`src/rtl/axis_dispatch4_pkg.sv`:
```
// Shared definitions for the axis_dispatch4 one-to-four packet dispatcher:
// route modes, route state encoding and state/index conversion helpers.
package axis_dispatch4_pkg;

    localparam int ROUTE_TDEST = 0;
    localparam int ROUTE_RR    = 1;

    // MSB marks an open packet, low two bits carry the locked output.
    typedef enum logic [2:0] {
        IDLE  = 3'b000,
        LOCK0 = 3'b100,
        LOCK1 = 3'b101,
        LOCK2 = 3'b110,
        LOCK3 = 3'b111
    } route_state_e;

    function automatic route_state_e lock_of(input logic [1:0] k);
        route_state_e st;
        case (k)
            2'd0:    st = LOCK0;
            2'd1:    st = LOCK1;
            2'd2:    st = LOCK2;
            2'd3:    st = LOCK3;
            default: st = IDLE;
        endcase
        return st;
    endfunction

    function automatic logic [1:0] lock_target(input route_state_e st);
        logic [1:0] k;
        case (st)
            LOCK0:   k = 2'd0;
            LOCK1:   k = 2'd1;
            LOCK2:   k = 2'd2;
            LOCK3:   k = 2'd3;
            default: k = 2'd0;
        endcase
        return k;
    endfunction

endpackage

```
`src/rtl/axis_dispatch4_skid.sv`:
```
// Two-entry AXI-Stream register slice. Input-side ready depends only on the
// registered occupancy, so there is no combinational path from out_ready.
module axis_skid
    import axis_dispatch4_pkg::*;
#(
    parameter int WIDTH = 9
) (
    input  logic             clk,
    input  logic             rst,
    input  logic [WIDTH-1:0] in_data,
    input  logic             in_valid,
    output logic             in_ready,
    output logic [WIDTH-1:0] out_data,
    output logic             out_valid,
    input  logic             out_ready
);

    logic [WIDTH-1:0] mem_r [2];
    logic             wr_ptr_r;
    logic             rd_ptr_r;
    logic [1:0]       count_r;
    logic             push_s;
    logic             pop_s;

    assign in_ready  = (count_r != 2'd2);
    assign out_valid = (count_r != 2'd0);
    assign out_data  = mem_r[rd_ptr_r];
    assign push_s    = in_valid & in_ready;
    assign pop_s     = out_valid & out_ready;

    // Pointer and occupancy tracking; push and pop together leave occupancy unchanged.
    always_ff @(posedge clk) begin
        if (!rst) begin
            wr_ptr_r <= 1'b0;
            rd_ptr_r <= 1'b0;
            count_r  <= 2'd0;
        end else begin
            if (push_s) begin
                wr_ptr_r <= ~wr_ptr_r;
            end
            if (pop_s) begin
                rd_ptr_r <= ~rd_ptr_r;
            end
            case ({push_s, pop_s})
                2'b10:   count_r <= count_r + 2'd1;
                2'b01:   count_r <= count_r - 2'd1;
                default: count_r <= count_r;
            endcase
        end
    end

    // Payload storage; contents are meaningless while the entry is empty.
    always_ff @(posedge clk) begin
        if (push_s) begin
            mem_r[wr_ptr_r] <= in_data;
        end
    end

endmodule

```
`src/rtl/axis_dispatch4.sv`:
```
// One-to-four AXI-Stream packet dispatcher: a route is picked on a packet's
// first flit (by TDEST or round-robin) and held until its TLAST flit.
module axis_dispatch4
    import axis_dispatch4_pkg::*;
#(
    parameter int DATA_WIDTH = 8,
    parameter int PIPE_STAGE = 1,
    parameter int ROUTE_MODE = ROUTE_TDEST,
    parameter int TLAST_ARB  = 1
) (
    input  logic                  clk,
    input  logic                  rst,
    input  logic [DATA_WIDTH-1:0] s_TDATA,
    input  logic                  s_TVALID,
    output logic                  s_TREADY,
    input  logic                  s_TLAST,
    input  logic [1:0]            s_TDEST,
    output logic [DATA_WIDTH-1:0] o0_TDATA,
    output logic                  o0_TVALID,
    input  logic                  o0_TREADY,
    output logic                  o0_TLAST,
    output logic [DATA_WIDTH-1:0] o1_TDATA,
    output logic                  o1_TVALID,
    input  logic                  o1_TREADY,
    output logic                  o1_TLAST,
    output logic [DATA_WIDTH-1:0] o2_TDATA,
    output logic                  o2_TVALID,
    input  logic                  o2_TREADY,
    output logic                  o2_TLAST,
    output logic [DATA_WIDTH-1:0] o3_TDATA,
    output logic                  o3_TVALID,
    input  logic                  o3_TREADY,
    output logic                  o3_TLAST
);

    route_state_e        state_r;
    route_state_e        state_nxt_s;
    logic [1:0]          rr_ptr_r;
    logic [1:0]          rr_ptr_nxt_s;
    logic [1:0]          sel_s;
    logic [3:0]          sel_onehot_s;
    logic                fire_s;
    logic [3:0]          out_ready_s;
    logic [3:0]          slice_in_valid_s;
    logic [3:0]          slice_in_ready_s;
    logic [3:0]          slice_out_valid_s;
    logic [DATA_WIDTH:0] in_pl_s;
    logic [DATA_WIDTH:0] out_pl_s [4];

    assign out_ready_s      = {o3_TREADY, o2_TREADY, o1_TREADY, o0_TREADY};
    assign in_pl_s          = {s_TLAST, s_TDATA};
    assign sel_onehot_s     = 4'b0001 << sel_s;
    assign slice_in_valid_s = sel_onehot_s & {4{s_TVALID & rst}};
    assign s_TREADY         = rst & slice_in_ready_s[sel_s];
    assign fire_s           = s_TVALID & s_TREADY;

    // Current route: new packets follow TDEST or the pointer, open packets stay put.
    always_comb begin
        sel_s = 2'd0;
        case (state_r)
            IDLE:    sel_s = (ROUTE_MODE == ROUTE_RR) ? rr_ptr_r : s_TDEST;
            LOCK0, LOCK1, LOCK2, LOCK3:
                     sel_s = lock_target(state_r);
            default: sel_s = 2'd0;
        endcase
    end

    // Next route state and round-robin pointer, advanced only by fired flits.
    always_comb begin
        state_nxt_s  = state_r;
        rr_ptr_nxt_s = rr_ptr_r;
        if (fire_s) begin
            if (s_TLAST) begin
                state_nxt_s  = IDLE;
                rr_ptr_nxt_s = rr_ptr_r + 2'd1;
            end else if ((state_r == IDLE) && (TLAST_ARB != 0)) begin
                state_nxt_s = lock_of(sel_s);
            end else begin
                state_nxt_s = state_r;
            end
        end else begin
            state_nxt_s = state_r;
        end
    end

    // Route state and pointer registers.
    always_ff @(posedge clk) begin
        if (!rst) begin
            state_r  <= IDLE;
            rr_ptr_r <= 2'd0;
        end else begin
            state_r  <= state_nxt_s;
            rr_ptr_r <= rr_ptr_nxt_s;
        end
    end

    for (genvar n = 0; n < 4; n++) begin : g_out
        if (PIPE_STAGE != 0) begin : g_skid
            axis_skid #(
                .WIDTH(DATA_WIDTH + 1)
            ) u_skid (
                .clk      (clk),
                .rst      (rst),
                .in_data  (in_pl_s),
                .in_valid (slice_in_valid_s[n]),
                .in_ready (slice_in_ready_s[n]),
                .out_data (out_pl_s[n]),
                .out_valid(slice_out_valid_s[n]),
                .out_ready(out_ready_s[n])
            );
        end else begin : g_bypass
            assign slice_in_ready_s[n]  = out_ready_s[n];
            assign slice_out_valid_s[n] = slice_in_valid_s[n];
            assign out_pl_s[n]          = in_pl_s;
        end
    end

    // Valids are forced low while reset is held, even before the first reset edge.
    assign o0_TVALID = slice_out_valid_s[0] & rst;
    assign o1_TVALID = slice_out_valid_s[1] & rst;
    assign o2_TVALID = slice_out_valid_s[2] & rst;
    assign o3_TVALID = slice_out_valid_s[3] & rst;
    assign o0_TDATA  = out_pl_s[0][DATA_WIDTH-1:0];
    assign o1_TDATA  = out_pl_s[1][DATA_WIDTH-1:0];
    assign o2_TDATA  = out_pl_s[2][DATA_WIDTH-1:0];
    assign o3_TDATA  = out_pl_s[3][DATA_WIDTH-1:0];
    assign o0_TLAST  = out_pl_s[0][DATA_WIDTH];
    assign o1_TLAST  = out_pl_s[1][DATA_WIDTH];
    assign o2_TLAST  = out_pl_s[2][DATA_WIDTH];
    assign o3_TLAST  = out_pl_s[3][DATA_WIDTH];

endmodule
```
`config.mk`:
```
export PLATFORM = sky130hd
export DESIGN_NAME = axis_dispatch4
export DESIGN_NICKNAME = d
export VERILOG_FILES = /design/src/rtl/axis_dispatch4_pkg.sv /design/src/rtl/axis_dispatch4_skid.sv /design/src/rtl/axis_dispatch4.sv
export SDC_FILE = /design/constraint.sdc
export NUM_CORES = 1
export LEC_CHECK = 0
export CORE_MARGIN = 2
export CORE_UTILIZATION = 40
export CTS_CLUSTER_SIZE = 12
export DETAILED_ROUTE_END_ITERATION = 6
export PLACE_DENSITY = 0.64
export SYNTH_ARGS = -nofsm -noshare
export SYNTH_HDL_FRONTEND = slang
export SYNTH_SLANG_ARGS = --single-unit
export TNS_END_PERCENT = 50
```
`constraint.sdc`:
```
create_clock -name clk -period 3.1 [get_ports clk]
set_input_delay 0.62 -clock clk [delete_from_list [all_inputs] [get_ports clk]]
set_output_delay 0.62 -clock clk [all_outputs]
set_load 0.05 [all_outputs]
```
======== Word level (Yosys, flattened, before mapping) ========
Memories as Yosys holds them, arrays and structs flattened. A register that Yosys moved wholly into a read port is not among the register bits.
Cells that the tools add are included.
word-level totals
  input port bits ......................... 18
  bits in registers ....................... 19
  logic and storage cells ................. 110
  memory bits (writable) .................. 72
  memories ................................ 4
  ROM bits ................................ 0
  latch bits .............................. 0
operators by class
  bitwise operators ....................... 24
  equal/unequal tests ..................... 19
  magnitude comparators ................... 1
  div/mod/pow operators ................... 0
  shift operators ......................... 1
  reductions and logical operators ........ 13
  muxes and demuxes ....................... 27
  multipliers ............................. 0
  add/subtract/negate cells ............... 8
memory list
  name                          depth  bits a word  read ports  clocked after Yosys merged registers in  wr ports  RTL line                   text
  g_out[0].g_skid.u_skid.mem_r  2      9            1           1                                        1         axis_dispatch4_skid.sv:18  logic [WIDTH-1:0] mem_r [2];
  g_out[1].g_skid.u_skid.mem_r  2      9            1           1                                        1         axis_dispatch4_skid.sv:18
  g_out[2].g_skid.u_skid.mem_r  2      9            1           1                                        1         axis_dispatch4_skid.sv:18
  g_out[3].g_skid.u_skid.mem_r  2      9            1           1                                        1         axis_dispatch4_skid.sv:18
operator list
  kind                   count
  $pmux W2 S2            5
  $reduce_bool A2 Y1     9
  $mux W1                17
  $and A1 B1 Y1          15
  $eq A2 B2 Y1 const B   6
  $eq A3 B3 Y1 const B   4
  $pmux W3 S4            1
  $eq A2 B1 Y1 const B   5
  $add A2 B1 Y2 const B  4
  $ne A2 B2 Y1 const B   4
  $not A1 Y1             8
  $sub A2 B1 Y2 const B  4
  $mux W3                2
  $pmux W2 S3            1
  $and A4 B4 Y4          1
  $reduce_or A4 Y1       1
  $shl A1 B2 Y4 const A  1
  $logic_not A3 Y1       1
  $lt A2 B3 Y1 const B   1
  $bmux W1 S2            1
  $logic_not A2 Y1       1
  $reduce_and A2 Y1      1

======== Longest topological paths before layout ========
Gate-level depths: netlist of run 1.
  depth after elaboration ................. 8
  gate-level depth with buffers ........... 7

======== Hierarchy ========
A second synthesis of run 1 with hierarchy kept.
second synthesis, totals
  cell total of the unflattened synthesis .. 257
  area, all modules ....................... 3903.7 µm²
modules (own cells, without submodules)
  module          cells each  instances  area each (µm²)
  axis_skid       52          4          882.1
  axis_dispatch4  49          1          375.4

======== Worst setup path after synthesis of run 1 ========
Ideal clock, no wire load.
  path type ............................... in2out
  start point ............................. input s_TDEST[1]
  end point ............................... output s_TREADY
  stages on the path ...................... 5
  data required time ...................... 2480 ps
  path slack .............................. 855 ps
  data arrival time ....................... 1625 ps
  path through ............................ nor4b_2 > a21o_2 > mux2i_1 > nor2_1 > o21a_1
between the ends
  cells in the longest elaborated chain, start to end .. 4
ends and longest elaborated chain
  what                           RTL line              text
  start: declaration             axis_dispatch4.sv:17  input logic [1:0] s_TDEST,
  $pmux W2 S2                    axis_dispatch4.sv:60  case (state_r)
  $bmux W1 S2                    axis_dispatch4.sv:54  assign s_TREADY = rst & slice_in_ready_s[sel_s];
  $mux W1 (not written as such)  axis_dispatch4.sv:54
  $and A1 B1 Y1                  axis_dispatch4.sv:54
  end: declaration               axis_dispatch4.sv:15  output logic s_TREADY,
No other way between the ends. The select of a mux whose other input is x is not followed.

======== Worst setup path after layout of run 1 ========
Same ends and word-level chain as after synthesis.

==> results of run 1 <==
[per-layer routing]
metal  global-route usage  vias up  part of all wire
li1                     -     1025                 -
met1                0.185      997              0.49
met2                0.202       48              0.46
met3               0.0284        7             0.040
met4               0.0537        0             0.011
met5                    0        -                 0
[metrics by stage]
step / hold slack (ns) / util / instances / area [sq um] / total power (uW)
final: 0.538 / 0.525 / 428 / 4800 / 3150
after CTS: 0.539 / 0.525 / 428 / 4800 / 3180
after floorplan: 0.486 / - / 240 / 3750 / 1990
after detailed placement: 0.525 / 0.498 / 412 / 4560 / 2220
after global routing: 0.574 / 0.525 / 428 / 4800 / 3280
after global placement: 0.510 / 0.498 / 412 / 4560 / 2210
[cell usage after synthesis (3+ instances only)]
cell type / instances / area (sq um)
mux2_2: 36 / 405
clkbuf_1: 7 / 26.3
edfxtp_1: 72 / 2160
a21boi_0: 4 / 30.0
o21a_1: 13 / 97.6
or3_1: 5 / 31.3
and2_1: 7 / 43.8
nor2b_1: 8 / 50.1
xnor2_1: 12 / 105
nand2b_1: 3 / 18.8
ha_1: 4 / 50.1
nand2_1: 8 / 30.0
mux2i_1: 5 / 50.1
dfxtp_1: 23 / 460
o21ai_0: 4 / 20.0
inv_1: 5 / 18.8
nor2_1: 10 / 37.5
[power by group through the flow]
stage	Clock, uW	Sequential, uW	Combinational [uW]
after CTS	985	1500	689
after global routing	1040	1510	724
final	965	1500	682
after global placement	0	1530	679
after detailed placement	0	1530	685
after floorplan	0	1500	493
[kinds of logic (layout without fill, tap and decap cells)]
logic type	count (synthesis)	count (layout)	share of synthesized area
flops	95	95	0.698
simple gates	49	49	0.0750
mux	41	41	0.121
compound gates	27	27	0.0520
xor+xnor	12	12	0.0280
buf+inv	12	89	0.0120
fa+ha+maj	4	4	0.0133
[worst register-to-register path, delay by kind of cell, from the launching register on]
kind	cells	cell delay (ns)
simple gates	3	0.98
fa+ha+maj	1	0.36
flops	1	0.37
compound gates	2	0.37
[final cells by class]
cell class	count	area share
clock inverter	7	0.0245
timing repair buffer	68	0.144
sequential	95	0.546
tap	111	0.0289
inverter	5	0.00391
clock buffer	9	0.0258
multi-input combinational	133	0.226
[worst paths after layout]
kind | start | end | slack [ns] | cells past startpoint
hold reg to reg | g_out[0].g_skid.u_skid.count_r[1] | g_out[0].g_skid.u_skid.count_r[1] | 0.54 | 2
setup / recovery | s_TDEST[1] | s_TREADY | 0.30 | 7
setup reg to reg | state_r[0] | g_out[3].g_skid.u_skid.count_r[1] | 0.96 | 6
hold / removal | g_out[0].g_skid.u_skid.count_r[1] | g_out[0].g_skid.u_skid.count_r[1] | 0.54 | 2
[sequential cells by signal, summed over array words and instances, names as in the netlist, named ones only]
name                          count
g_out.g_skid.u_skid.count_r       8
g_out.g_skid.u_skid.wr_ptr_r      4
g_out.g_skid.u_skid.rd_ptr_r      4
state_r                           3
g_out.g_skid.u_skid.mem_r        72
==> results.yml, run 1 <==
run_status:
  status: "finished, final reports clean"
clock_network:
  clockBufferDepth: 2
  clkLatencyLatePin_ns: 0.34
  cts-root-buf: "clkbuf_8"
  numCtsBuffers: 9
  clk_pin_slew_ns: 0.09
  cts_tree: "built"
  cts.sinks: 95
  htree_levels: 3
  cts_hold_buf: 0
  cts_resized: 0
  post-cts-setup-buffers: 0
grt:
  overflow: 0
  grt_pass1_wl_um: 10300
  antenna_found_initial: 0
  grt_max_degree: 29
  gr-usage-all-layers: 0.132
  first_global_vias: 2016
setup_path:
  cp_max_fo: 5
  crit_required_ns: 2.48
  cp_cell_sequence: "clkdlybuf4s50_1 -> nor4b_2 -> a21o_2 -> mux2i_1 -> nor2_1 -> o21a_1 -> buf_4"
  critPathArrivalTime_ns: 2.18
  crit_buf_inv: 2
  start_kind: "input port"
  critical_path.top_delay_family: "buffers and inverters"
  cp_slowest_stage_delay_ns: 0.46
  path_class: "in -> out"
  worstSetupEndpointType: "primary output"
  slowest_stage: "clkdlybuf4s50_1"
drt:
  routed-via-count: 2077
  routed_wl_um: 6420
  dr.pass1.iters: 4
  drcViolationCount: 0
  vias_per_cell: 4.85
  ant_nets: 0
  drt-initial-drc-count: 56
  wl_per_cell_um: 15.0
yosys:
  synthesis.area_sq_um: 3750
  synth_edf_count: 72
  seq_area_frac_synth: 0.698
  yosys_warnings: 0
  async_flop_share: 0
  synth-seq-cells: 95
  synth_ff_type: "edfxtp_1"
  synthCells: 240
  syn_avg_cell_area_sq_um: 15.6
  yosysUniqueCellTypes: 27
  synth_fp_nets: 262
timing:
  finalClockSkew_ns: 0.0112
  max_clock_freq_mhz: 357
  rsz0062_at_grt: "false"
  setup-violations-final: 0
  slew_headroom: 0.659
  fin_crit_ns: 2.80
  tightestPinTransition_ns: 0.510
  finalCritPeriodShare: 0.904
  worst_slack_ns: 0.298
  hold_viol: 0
  fin_setup_tns_ns: 0
  finalMaxSlewViolations: 0
power:
  cellLeakagePower_uw: 0.00162
  p_seq_frac: 0.476
  swShare: 0.278
  pwr-share-clk: 0.307
  ir_drop_mv: 0.288
  intPower_uw: 2270
  pwr_density_cell_nw_per_um2: 655
  switchingPower_uw: 875
  power_frac_comb: 0.217
finish:
  antennaDiodeCount: 0
  final_common_cell: "edfxtp_1"
  drive_gt1_frac: 0.221
  n_fill_cell: 773
  nets: 334
  regArea_sq_um: 2620
  final_cell_mix: "72 x edfxtp_1, 53 x clkdlybuf4s50_1, 36 x mux2_2, 23 x dfxtp_1, 13 x o21a_1"
  multi_input_area_sq_um: 1090
  syn_to_final_growth_pct: 27.9
placement:
  gp_congestion: 0.848
  dp_hpwl_um: 4470
  place_ws_ns: 0.302
  port_buffers: 58
die:
  boundaryPins: 59
  die_area_sq_um: 10200
  fp.dieH_um: 101
  core_area_sq_um: 9150
  start_util: 0.410
  rows: 35
  die_w_um: 101
worst_hold_path:
  hold_path_class: "reg -> reg"
flow_run:
  cap_viol_max_count: 0
No activity file was read; power rests on OpenSTA's default activity.
==> run 2, diff against run 1 <==
- CELL_PAD_IN_SITES_DETAIL_PLACEMENT: unset -> 1
- CELL_PAD_IN_SITES_GLOBAL_PLACEMENT: unset -> 1
- PLACE_DENSITY: 0.64 -> 0.74
==> run 2 against run 1 <==
Global-route usage rose by 1.7 points. Critical path type unchanged. Critical path depth did not move. Combinational power rose by 1%.
==> results.yml, run 2 (same netlist as run 1, synthesis figures left out) <==
clock_network:
  cts_tree: "built"
  post-cts-setup-buffers: 0
  cts.sinks: 95
  numCtsBuffers: 9
  cts_resized: 0
  htree_levels: 3
  clkLatencyLatePin_ns: 0.36
  clockBufferDepth: 2
  clk_pin_slew_ns: 0.09
  cts_hold_buf: 0
  cts-root-buf: "clkbuf_8"
die:
  die_area_sq_um: 10200
  rows: 35
  die_w_um: 101
  fp.dieH_um: 101
  boundaryPins: 59
  start_util: 0.410
  core_area_sq_um: 9150
timing:
  rsz0062_at_grt: "false"
  slew_headroom: 0.653
  finalCritPeriodShare: 0.909
  finalClockSkew_ns: 0.0138
  fin_setup_tns_ns: 0
  max_clock_freq_mhz: 355
  finalMaxSlewViolations: 0
  setup-violations-final: 0
  fin_crit_ns: 2.82
  tightestPinTransition_ns: 0.518
  holdWs_ns: 0.538
  hold_viol: 0
setup_path:
  critPathArrivalTime_ns: 2.20
  ff2ff_setup_slack_ns: 0.92
  path_class: "in -> out"
  start_kind: "input port"
  slowest_stage: "clkdlybuf4s50_1"
  cp_slowest_stage_delay_ns: 0.45
  crit_required_ns: 2.48
  cp_cell_sequence: "clkdlybuf4s50_1 -> nor4b_2 -> a21o_2 -> mux2i_1 -> nor2_1 -> o21a_1 -> buf_4"
  cp_max_fo: 5
  worstSetupEndpointType: "primary output"
finish:
  drive_gt1_frac: 0.225
  antennaDiodeCount: 0
  multi_input_area_sq_um: 1090
  largest_reg_flops: 72
  final_cell_mix: "72 x edfxtp_1, 53 x clkdlybuf4s50_1, 36 x mux2_2, 23 x dfxtp_1, 13 x o21a_1"
  final_common_cell: "edfxtp_1"
  final_core_util: 0.518
  nets: 333
  largestRegisters: "g_out.g_skid.u_skid.mem_r: 72 flops, g_out.g_skid.u_skid.count_r: 8 flops"
  fin_cells: 427
  regArea_sq_um: 2620
  n_fill_cell: 902
  syn_to_final_growth_pct: 26.2
  regMostFlops: "g_out.g_skid.u_skid.mem_r"
flow_run:
  cap_viol_max_count: 0
grt:
  overflow: 0
  grt_max_degree: 29
  antenna_found_initial: 0
  first_global_vias: 2263
  gr-usage-all-layers: 0.150
  grt_pass1_wl_um: 11500
drt:
  wl_per_cell_um: 16.6
  drt-initial-drc-count: 61
  routed_wl_um: 7080
  drcViolationCount: 0
  ant_nets: 0
  dr.pass1.iters: 4
  vias_per_cell: 4.93
  routed-via-count: 2105
placement:
  port_buffers: 58
  place_inst: 411
  gp_congestion: 0.795
  dp_hpwl_um: 5030
run_status:
  status: "finished, final reports clean"
power:
  cellLeakagePower_uw: 0.00160
  pwr_density_cell_nw_per_um2: 623
  ir_drop_mv: 0.409
worst_hold_path:
  hold_path_class: "reg -> reg"
-- run 2: worst max-delay path: cells and delay by family --
kind	cells	cell delay [ns]
mux	1	0.24
compound gates	2	0.39
buf+inv	2	0.63
simple gates	2	0.31
-- run 2: power by group --
part	total (uW)	switching, uW	internal, uW
Combinational	689	389	299
Sequential	1500	69.8	1430
Clock	760	450	310
-- run 2: per-stage QoR --
step | total power (uW) | cell area, sq um | setup slack, ns
6_report | 2950 | 4740 | 0.282
5_1_grt | 3080 | 4740 | 0.162
4_1_cts | 2990 | 4740 | 0.280
3_5_place_dp | 2230 | 4550 | 0.292
3_3_place_gp | 2210 | 4550 | 0.335
2_1_floorplan | 1990 | 3750 | 0.855
-- run 2: cell type report --
cell class,instances,share of cell area
clock buffers,9,0.0261
clock inverters,7,0.0132
inverters,5,0.00396
multi-input cells,133,0.229
flip-flops and latches,95,0.553
well taps,111,0.0293
repair buffers,67,0.145
-- run 2: path summary, 6_finish.rpt --
| path | start | cells past startpoint | to |
|---|---|---|---|
| hold / removal | g_out[2].g_skid.u_skid.count_r[1] | 2 | g_out[2].g_skid.u_skid.count_r[1] |
| hold reg to reg | g_out[2].g_skid.u_skid.count_r[1] | 2 | g_out[2].g_skid.u_skid.count_r[1] |
| setup / recovery | s_TDEST[1] | 7 | s_TREADY |
| setup reg to reg | state_r[0] | 6 | g_out[2].g_skid.u_skid.count_r[1] |
-- run 2: per-layer routing --
metal,track usage,part of all wire
met4,0.0411,0.012
met2,0.254,0.49
met5,0,0
met3,0.0395,0.046
met1,0.189,0.46
==> run 3, diff against run 2 <==
- ABC_AREA: unset -> 0
==> results of run 3 <==
Final layout, timing and power as in run 2 (identical DEF).
